**src/rtl/csrm_hpm.sv**
```systemverilog
// csrm_hpm: machine-mode hardware performance counter bank (mhpmcounter3..,
// mhpmevent3..) with per-privilege inhibits, per-counter overflow flags and a
// local-counter-overflow interrupt request.
module csrm_hpm #(
   parameter int XLEN         = 64,
   parameter int NUM_COUNTERS = 8,
   parameter int NUM_EVENTS   = 16,
   parameter int EVT_BITS     = 5
) (
   input  logic                    clk,
   input  logic                    reset,
   input  logic                    StallW,
   input  logic                    CSRMWriteM,
   input  logic [11:0]             CSRAdrM,
   input  logic [XLEN-1:0]         CSRWriteValM,
   input  logic [1:0]              PrivilegeModeM,
   input  logic [31:0]             MCOUNTINHIBIT_REGW,
   input  logic [NUM_EVENTS-1:0]   EventsM,
   output logic [XLEN-1:0]         CSRHPMReadValM,
   output logic                    IllegalCSRHPMAccessM,
   output logic [NUM_COUNTERS-1:0] HPM_OF_REGW,
   output logic                    LCOFIRequestM
);

   localparam bit IS32 = (XLEN == 32);

   // Keep only codes that name a real event input; everything else means "no event".
   function automatic logic [EVT_BITS-1:0] legal_sel(input logic [EVT_BITS-1:0] code);
      logic [EVT_BITS-1:0] r;
      r = {EVT_BITS{1'b0}};
      if ((code != {EVT_BITS{1'b0}}) && (code <= EVT_BITS'(NUM_EVENTS))) r = code;
      else r = {EVT_BITS{1'b0}};
      return r;
   endfunction

   // Code k (1..NUM_EVENTS) picks EventsM[k-1]; code 0 never fires.
   function automatic logic evt_fire(input logic [EVT_BITS-1:0] sel, input logic [NUM_EVENTS-1:0] ev);
      logic r;
      r = 1'b0;
      for (int k = 1; k <= NUM_EVENTS; k++) r = r | ((sel == EVT_BITS'(k)) & ev[k-1]);
      return r;
   endfunction

   // Architectural state
   logic [63:0]          cnt_q [NUM_COUNTERS];
   logic [63:0]          cnt_d [NUM_COUNTERS];
   logic [EVT_BITS-1:0]  sel_q [NUM_COUNTERS];
   logic [EVT_BITS-1:0]  sel_d [NUM_COUNTERS];
   logic [NUM_COUNTERS-1:0] of_q, of_d, minh_q, minh_d, sinh_q, sinh_d, uinh_q, uinh_d;
   logic                 lcofi_q, lcofi_d;

   // Address decode
   logic [4:0]  idx_s;
   logic        in_cnt_s, in_cnth_s, in_evt_s, in_evth_s, legal_s, wr_en_s;
   logic [63:0] wval64_s;
   logic [3:0]  flag_src_s;
   logic [63:0] rd64_s;

   assign idx_s      = CSRAdrM[4:0];
   assign in_cnt_s   = (CSRAdrM[11:5] == 7'h58);   // 0xB00..0xB1F
   assign in_cnth_s  = (CSRAdrM[11:5] == 7'h5C);   // 0xB80..0xB9F
   assign in_evt_s   = (CSRAdrM[11:5] == 7'h19);   // 0x320..0x33F
   assign in_evth_s  = (CSRAdrM[11:5] == 7'h39);   // 0x720..0x73F
   // Indices 0..2 in these windows belong to mcycle/minstret/mcountinhibit, not here.
   assign legal_s    = (idx_s >= 5'd3) &&
                       (in_cnt_s || in_evt_s || (IS32 && (in_cnth_s || in_evth_s)));
   assign wr_en_s    = CSRMWriteM & ~StallW;
   assign wval64_s   = 64'(CSRWriteValM);
   // OF/MINH/SINH/UINH sit in bits 63:60 of the 64-bit view, i.e. bits 31:28 of mhpmeventh.
   assign flag_src_s = IS32 ? wval64_s[31:28] : wval64_s[63:60];

   // Per-counter next state: CSR writes, gated increments, overflow flagging.
   always_comb begin
      lcofi_d = 1'b0;
      of_d    = of_q;
      minh_d  = minh_q;
      sinh_d  = sinh_q;
      uinh_d  = uinh_q;
      for (int i = 0; i < NUM_COUNTERS; i++) begin
         logic hit, cnt_lo_wr, cnt_hi_wr, evt_lo_wr, flags_wr, priv_inh, inc, wrap;
         hit       = legal_s && wr_en_s && (idx_s == 5'(i + 3));
         cnt_lo_wr = hit && in_cnt_s;
         cnt_hi_wr = hit && in_cnth_s;
         evt_lo_wr = hit && in_evt_s;
         flags_wr  = IS32 ? (hit && in_evth_s) : evt_lo_wr;
         case (PrivilegeModeM)
            2'b11:   priv_inh = minh_q[i];
            2'b01:   priv_inh = sinh_q[i];
            2'b00:   priv_inh = uinh_q[i];
            default: priv_inh = 1'b0;
         endcase
         inc  = evt_fire(sel_q[i], EventsM) & ~MCOUNTINHIBIT_REGW[i + 3] & ~priv_inh &
                ~StallW & ~cnt_lo_wr & ~cnt_hi_wr;
         wrap = inc & (&cnt_q[i]);

         if (cnt_lo_wr)      cnt_d[i] = IS32 ? {cnt_q[i][63:32], wval64_s[31:0]} : wval64_s;
         else if (cnt_hi_wr) cnt_d[i] = {wval64_s[31:0], cnt_q[i][31:0]};
         else if (inc)       cnt_d[i] = cnt_q[i] + 64'd1;
         else                cnt_d[i] = cnt_q[i];

         if (evt_lo_wr) sel_d[i] = legal_sel(wval64_s[EVT_BITS-1:0]);
         else           sel_d[i] = sel_q[i];

         // A flag write by software beats a same-cycle hardware overflow set.
         if (flags_wr) begin
            of_d[i]   = flag_src_s[3];
            minh_d[i] = flag_src_s[2];
            sinh_d[i] = flag_src_s[1];
            uinh_d[i] = flag_src_s[0];
         end else if (wrap) begin
            of_d[i] = 1'b1;
         end else begin
            of_d[i] = of_q[i];
         end
         lcofi_d = lcofi_d | (wrap & ~of_q[i] & ~flags_wr);
      end
   end

   // State registers with synchronous reset.
   always_ff @(posedge clk) begin
      if (reset) begin
         for (int i = 0; i < NUM_COUNTERS; i++) begin
            cnt_q[i] <= 64'd0;
            sel_q[i] <= {EVT_BITS{1'b0}};
         end
         of_q    <= {NUM_COUNTERS{1'b0}};
         minh_q  <= {NUM_COUNTERS{1'b0}};
         sinh_q  <= {NUM_COUNTERS{1'b0}};
         uinh_q  <= {NUM_COUNTERS{1'b0}};
         lcofi_q <= 1'b0;
      end else begin
         for (int i = 0; i < NUM_COUNTERS; i++) begin
            cnt_q[i] <= cnt_d[i];
            sel_q[i] <= sel_d[i];
         end
         of_q    <= of_d;
         minh_q  <= minh_d;
         sinh_q  <= sinh_d;
         uinh_q  <= uinh_d;
         lcofi_q <= lcofi_d;
      end
   end

   // Combinational read mux; unimplemented legal indices fall through as zero.
   always_comb begin
      rd64_s = 64'd0;
      for (int i = 0; i < NUM_COUNTERS; i++) begin
         logic [63:0] ev64;
         ev64 = {of_q[i], minh_q[i], sinh_q[i], uinh_q[i], {(60-EVT_BITS){1'b0}}, sel_q[i]};
         if (legal_s && (idx_s == 5'(i + 3))) begin
            if (in_cnt_s)       rd64_s = cnt_q[i];
            else if (in_cnth_s) rd64_s = {32'd0, cnt_q[i][63:32]};
            else if (in_evt_s)  rd64_s = ev64;
            else                rd64_s = {32'd0, ev64[63:32]};
         end else begin
            rd64_s = rd64_s;
         end
      end
   end

   assign CSRHPMReadValM       = rd64_s[XLEN-1:0];
   assign IllegalCSRHPMAccessM = ~legal_s;
   assign HPM_OF_REGW          = of_q;
   assign LCOFIRequestM        = lcofi_q;

endmodule
```
**config.mk**
```make
export PLATFORM = sky130hd
export DESIGN_NAME = csrm_hpm
export DESIGN_NICKNAME = d
export VERILOG_FILES = /design/src/rtl/csrm_hpm.sv
export SDC_FILE = /design/constraint.sdc
export NUM_CORES = 2
export LEC_CHECK = 0
export CORE_MARGIN = 3
export CORE_UTILIZATION = 45
export DETAILED_ROUTE_END_ITERATION = 6
export PLACE_DENSITY = 0.69
export SLEW_MARGIN = 40
export SYNTH_ARGS = -nofsm -noshare
export SYNTH_HDL_FRONTEND = slang
export SYNTH_SLANG_ARGS = --single-unit
```
**constraint.sdc**
```tcl
create_clock -name clk -period 3.3 [get_ports clk]
set_input_delay 0.66 -clock clk [delete_from_list [all_inputs] [get_ports clk]]
set_output_delay 0.66 -clock clk [all_outputs]
set_load 0.01 [all_outputs]
```
==> summary.txt <==
Outcome
  • Outcome: finished, violations left
  • Violations in the final reports: design-rule violations, negative setup slack

Timing
  • Minimum period implied by the final worst setup slack: 3.83 ns
  • TNS Setup: -19.01 ns
  • Final Slew Violations: 0
  • Final Worst Setup Slack: -0.530 ns
  • Fmax: around 260 MHz
  • Post-route clock period utilization: 116%
  • Hold WS: 0.498 ns
  • Setup repair after global routing missed its margin: true
  • Max-slew headroom: between 30 and 40%
  • Count of endpoints failing hold in the final timing report: 0
  • Final Skew: 0.0336 ns
  • Transition time at the pin with the least slew margin: about 0.98 ns
  • Final count of negative-setup-slack endpoints: 64

Finish
  • Relative area change from synthesis to final layout: 38.4%
  • Count of filler cells inserted in the layout: 7,327
  • Sequential cell area: approximately 12,000 sq um
  • Final cell area excluding filler cells: between 50,000 and 60,000 sq um
  • Multi-input logic area: 26,200 sq um
  • Top library cells by usage in the layout, fill and taps aside: 724 x buf_4, 714 x nor2_1, 584 x dfxtp_1
  • Fraction of layout cells with a size suffix above 1: 26.2%
  • Final net count: roughly 5,800
  • Final core area utilization: 63.4%
  • Most frequent standard cell in the layout excluding fill and tap cells: buf_4

Run
  • Reported max-cap violation count: 0

Die
  • Core footprint: 82,900 sq um
  • Number of rows in the core area: around 110
  • Die outline width: 296 um
  • Io pins: 204
  • Die Outline Area: approximately 88,000 sq um
  • Vertical extent of the die: approximately 300 um
  • Starting density of the core: about 46%

Place
  • Final estimated routing congestion in global placement: 1.10
  • Count of buffers from port buffering: 179
  • Cell area after placement: 46,800 sq um
  • Detailed placer's ending HPWL: 172,000 um
  • Worst setup slack after placement: -1.47 ns

Logic synthesis
  • Register bit count reported by yosys: 585
  • Cells after Synth: slightly below 5,000
  • Ys async rst share: 0%
  • Net count after synthesis: 5,041
  • Number of synthesized flops with an enable pin: 0
  • Post-synth design cell area: between 30,000 and 40,000 sq um
  • Number of distinct library cells after synthesis: 103
  • Syn avg cell area: 7.75 sq um
  • Yosys warning total: 0
  • Ys flop type: dfxtp_1
  • Proportion of synthesized chip area in sequential cells: 30.8%

Clock network
  • CTS tree: built
  • Number of sinks on the clock net: 585
  • Root buf cell: clkbuf_16
  • Clock latency at the later pin of the worst-skew pair: roughly 0.67 ns
  • Maximum buffer depth of the clock tree: 3
  • H-tree lvl count: 3
  • Clock edge transition at the registers on the reported setup and hold paths: 0.06 ns
  • Clock buffer count from CTS: 72
  • Post-CTS Hold Fix Bufs: 0

Critical path
  • Critical path class: in -> out
  • Kind of end point of the critical path: primary output
  • Worst EP required: 2.64 ns
  • CP max FO: 8
  • Type of element launching the critical path: input pin
  • Arrival time at the worst endpoint: about 3.2 ns

Pwr
  • Share of total power in the clock network: 52.1%
  • Proportion of power drawn by flip-flops and latches: between 40% and 50%
  • P per Cell Area: 320 nW/um^2
  • Switching power: 0.00432 W
  • Net switching fraction of the power: 25.7%
  • Max rail drop VDD: 0.000394 V
  • Internal power component: 0.0125 W
  • Comb pwr share: approximately 6.0%
  • Leakage: 18.4 nW

Routing
  • Drt total wl: 225,000 um
  • Count of vias placed by the detailed router: roughly 46,000
  • Per-cell routed wire length: around 33 um
  • Antenna viol nets, final: 0
  • Drt first pass iters: 7
  • Detailed-route DRC error count: 23
  • Initial detailed-routing violation count: roughly 7,000
  • Number of vias per cell after detailed routing: 6.68

Global routing
  • Total global routing overflow: 0
  • Overall fraction of global-route tracks in use: 49.5%
  • Wire length of the first global-routing pass: between 300,000 and 400,000 um
  • Via count of the first global-routing pass: 41,500
  • Initial antenna violation count: 17
  • Pin count of the biggest net entering global routing: 105

Min path
  • Hold WC Path Type: reg -> reg
==> per-stage QoR <==
step	instances	total power, W
final	6836	0.0168
after CTS	6784	0.0168
after detailed placement	6598	0.00813
after global routing	6828	0.0171
after global placement	6598	0.00813
after floorplan	4902	0.00755
==> power by group through the flow <==
stage | Sequential, W | Clock, W | Combinational [W]
final | 0.00706 | 0.00876 | 0.00101
after global routing | 0.00706 | 0.00900 | 0.00100
after CTS | 0.00706 | 0.00874 | 0.000951
after detailed placement | 0.00722 | 0 | 0.000915
after global placement | 0.00722 | 0 | 0.000916
after floorplan | 0.00722 | 0 | 0.000335
==> Yosys cell counts (39+ instances only) <==
| cell | number | area share (%) |
|---|---|---|
| nor2_1 | 726 | 7.2 |
| a21oi_1 | 148 | 2.0 |
| nand4_1 | 142 | 2.3 |
| mux2i_1 | 140 | 3.7 |
| nor3_1 | 105 | 1.4 |
| nand2_1 | 445 | 4.4 |
| xor2_1 | 237 | 5.5 |
| and4_1 | 53 | 1.2 |
| xnor2_1 | 209 | 4.8 |
| inv_1 | 71 | 0.70 |
| nand3_1 | 239 | 3.2 |
| buf_2 | 40 | 0.53 |
| a222oi_1 | 50 | 1.3 |
| a221oi_1 | 44 | 1.0 |
| a211oi_1 | 455 | 9.0 |
| or3_1 | 61 | 1.0 |
| a311oi_1 | 54 | 1.2 |
| a22oi_1 | 42 | 0.83 |
| and3_1 | 73 | 1.2 |
| o21ai_0 | 134 | 1.8 |
| clkbuf_1 | 302 | 3.0 |
| clkbuf_2 | 54 | 0.71 |
| dfxtp_1 | 585 | 31 |
| o22ai_1 | 43 | 0.71 |
| nor4_1 | 39 | 0.64 |
==> worst paths after layout <==
path                  from                end  slack, ns  depth (start not counted)
min              sinh_q[6]          sinh_q[6]       0.50                          2
min reg2reg      sinh_q[6]          sinh_q[6]       0.50                          2
max reg2reg  cnt_q[0][163]      LCOFIRequestM       0.01                          9
max             CSRAdrM[3]  CSRHPMReadValM[0]      -0.53                         15
==> flip-flops by register name, indices dropped and copies added (netlist names) <==
signal         flops
uinh_q             8
LCOFIRequestM      1
cnt_q            512
HPM_OF_REGW        8
sinh_q             8
minh_q             8
sel_q             40
==> cell type report <==
class	count	share of cell area, %
Clock inverter	36	1.04
Antenna cell	10	0.0476
Clock buffer	92	3.80
Inverter	71	0.507
Timing Repair Buffer	1097	19.8
Multi-Input combinational cell	3822	49.9
Sequential cell	585	22.3
Tap cell	1123	2.67
==> worst max-delay path, stage by stage <==
cell and delay (ns):
dlygate4sd2_1 0.31, buf_4 0.19, nor3_2 0.05, buf_4 0.13, nand2_2 0.09, nor2_4 0.06, buf_12 0.15, buf_4 0.13
a22o_1 0.23, a211oi_4 0.47, o21ai_1 0.17, a21oi_2 0.19, nor3_2 0.05, buf_4 0.15, buf_6 0.11
==> repair_timing <==
| item | in CTS | in global routing |
|---|---|---|
| setup endpoints to repair | 69 | 86 |
| buffers inserted | 62 | 50 |
| resized for setup | 676 | 173 |
| gates cloned | 11 | 10 |
| pin swaps | 115 | 99 |
==> kinds of logic after synthesis <==
family,share of synthesized area (%)
AOI/OAI and AO/OA,21.3
muxes,5.32
adders and majority gates,0.297
and+or+nand+nor,26.7
buffers and inverters,5.28
DFF,30.8
xor gates and xnor gates,10.3
==> per-layer routing <==
layer / global-route usage, % / up-vias / part of all wire, % / routed length [um]
met5: 0 / - / 0.036 / 81
met4: 38.6 / 12 / 9.7 / 21900
met3: 16.1 / 926 / 14 / 30800
met2: 70.1 / 3398 / 40 / 89700
met1: 61.8 / 21800 / 37 / 82800
li1: - / 19500 / - / -
(Power assumes the default switching activity.)
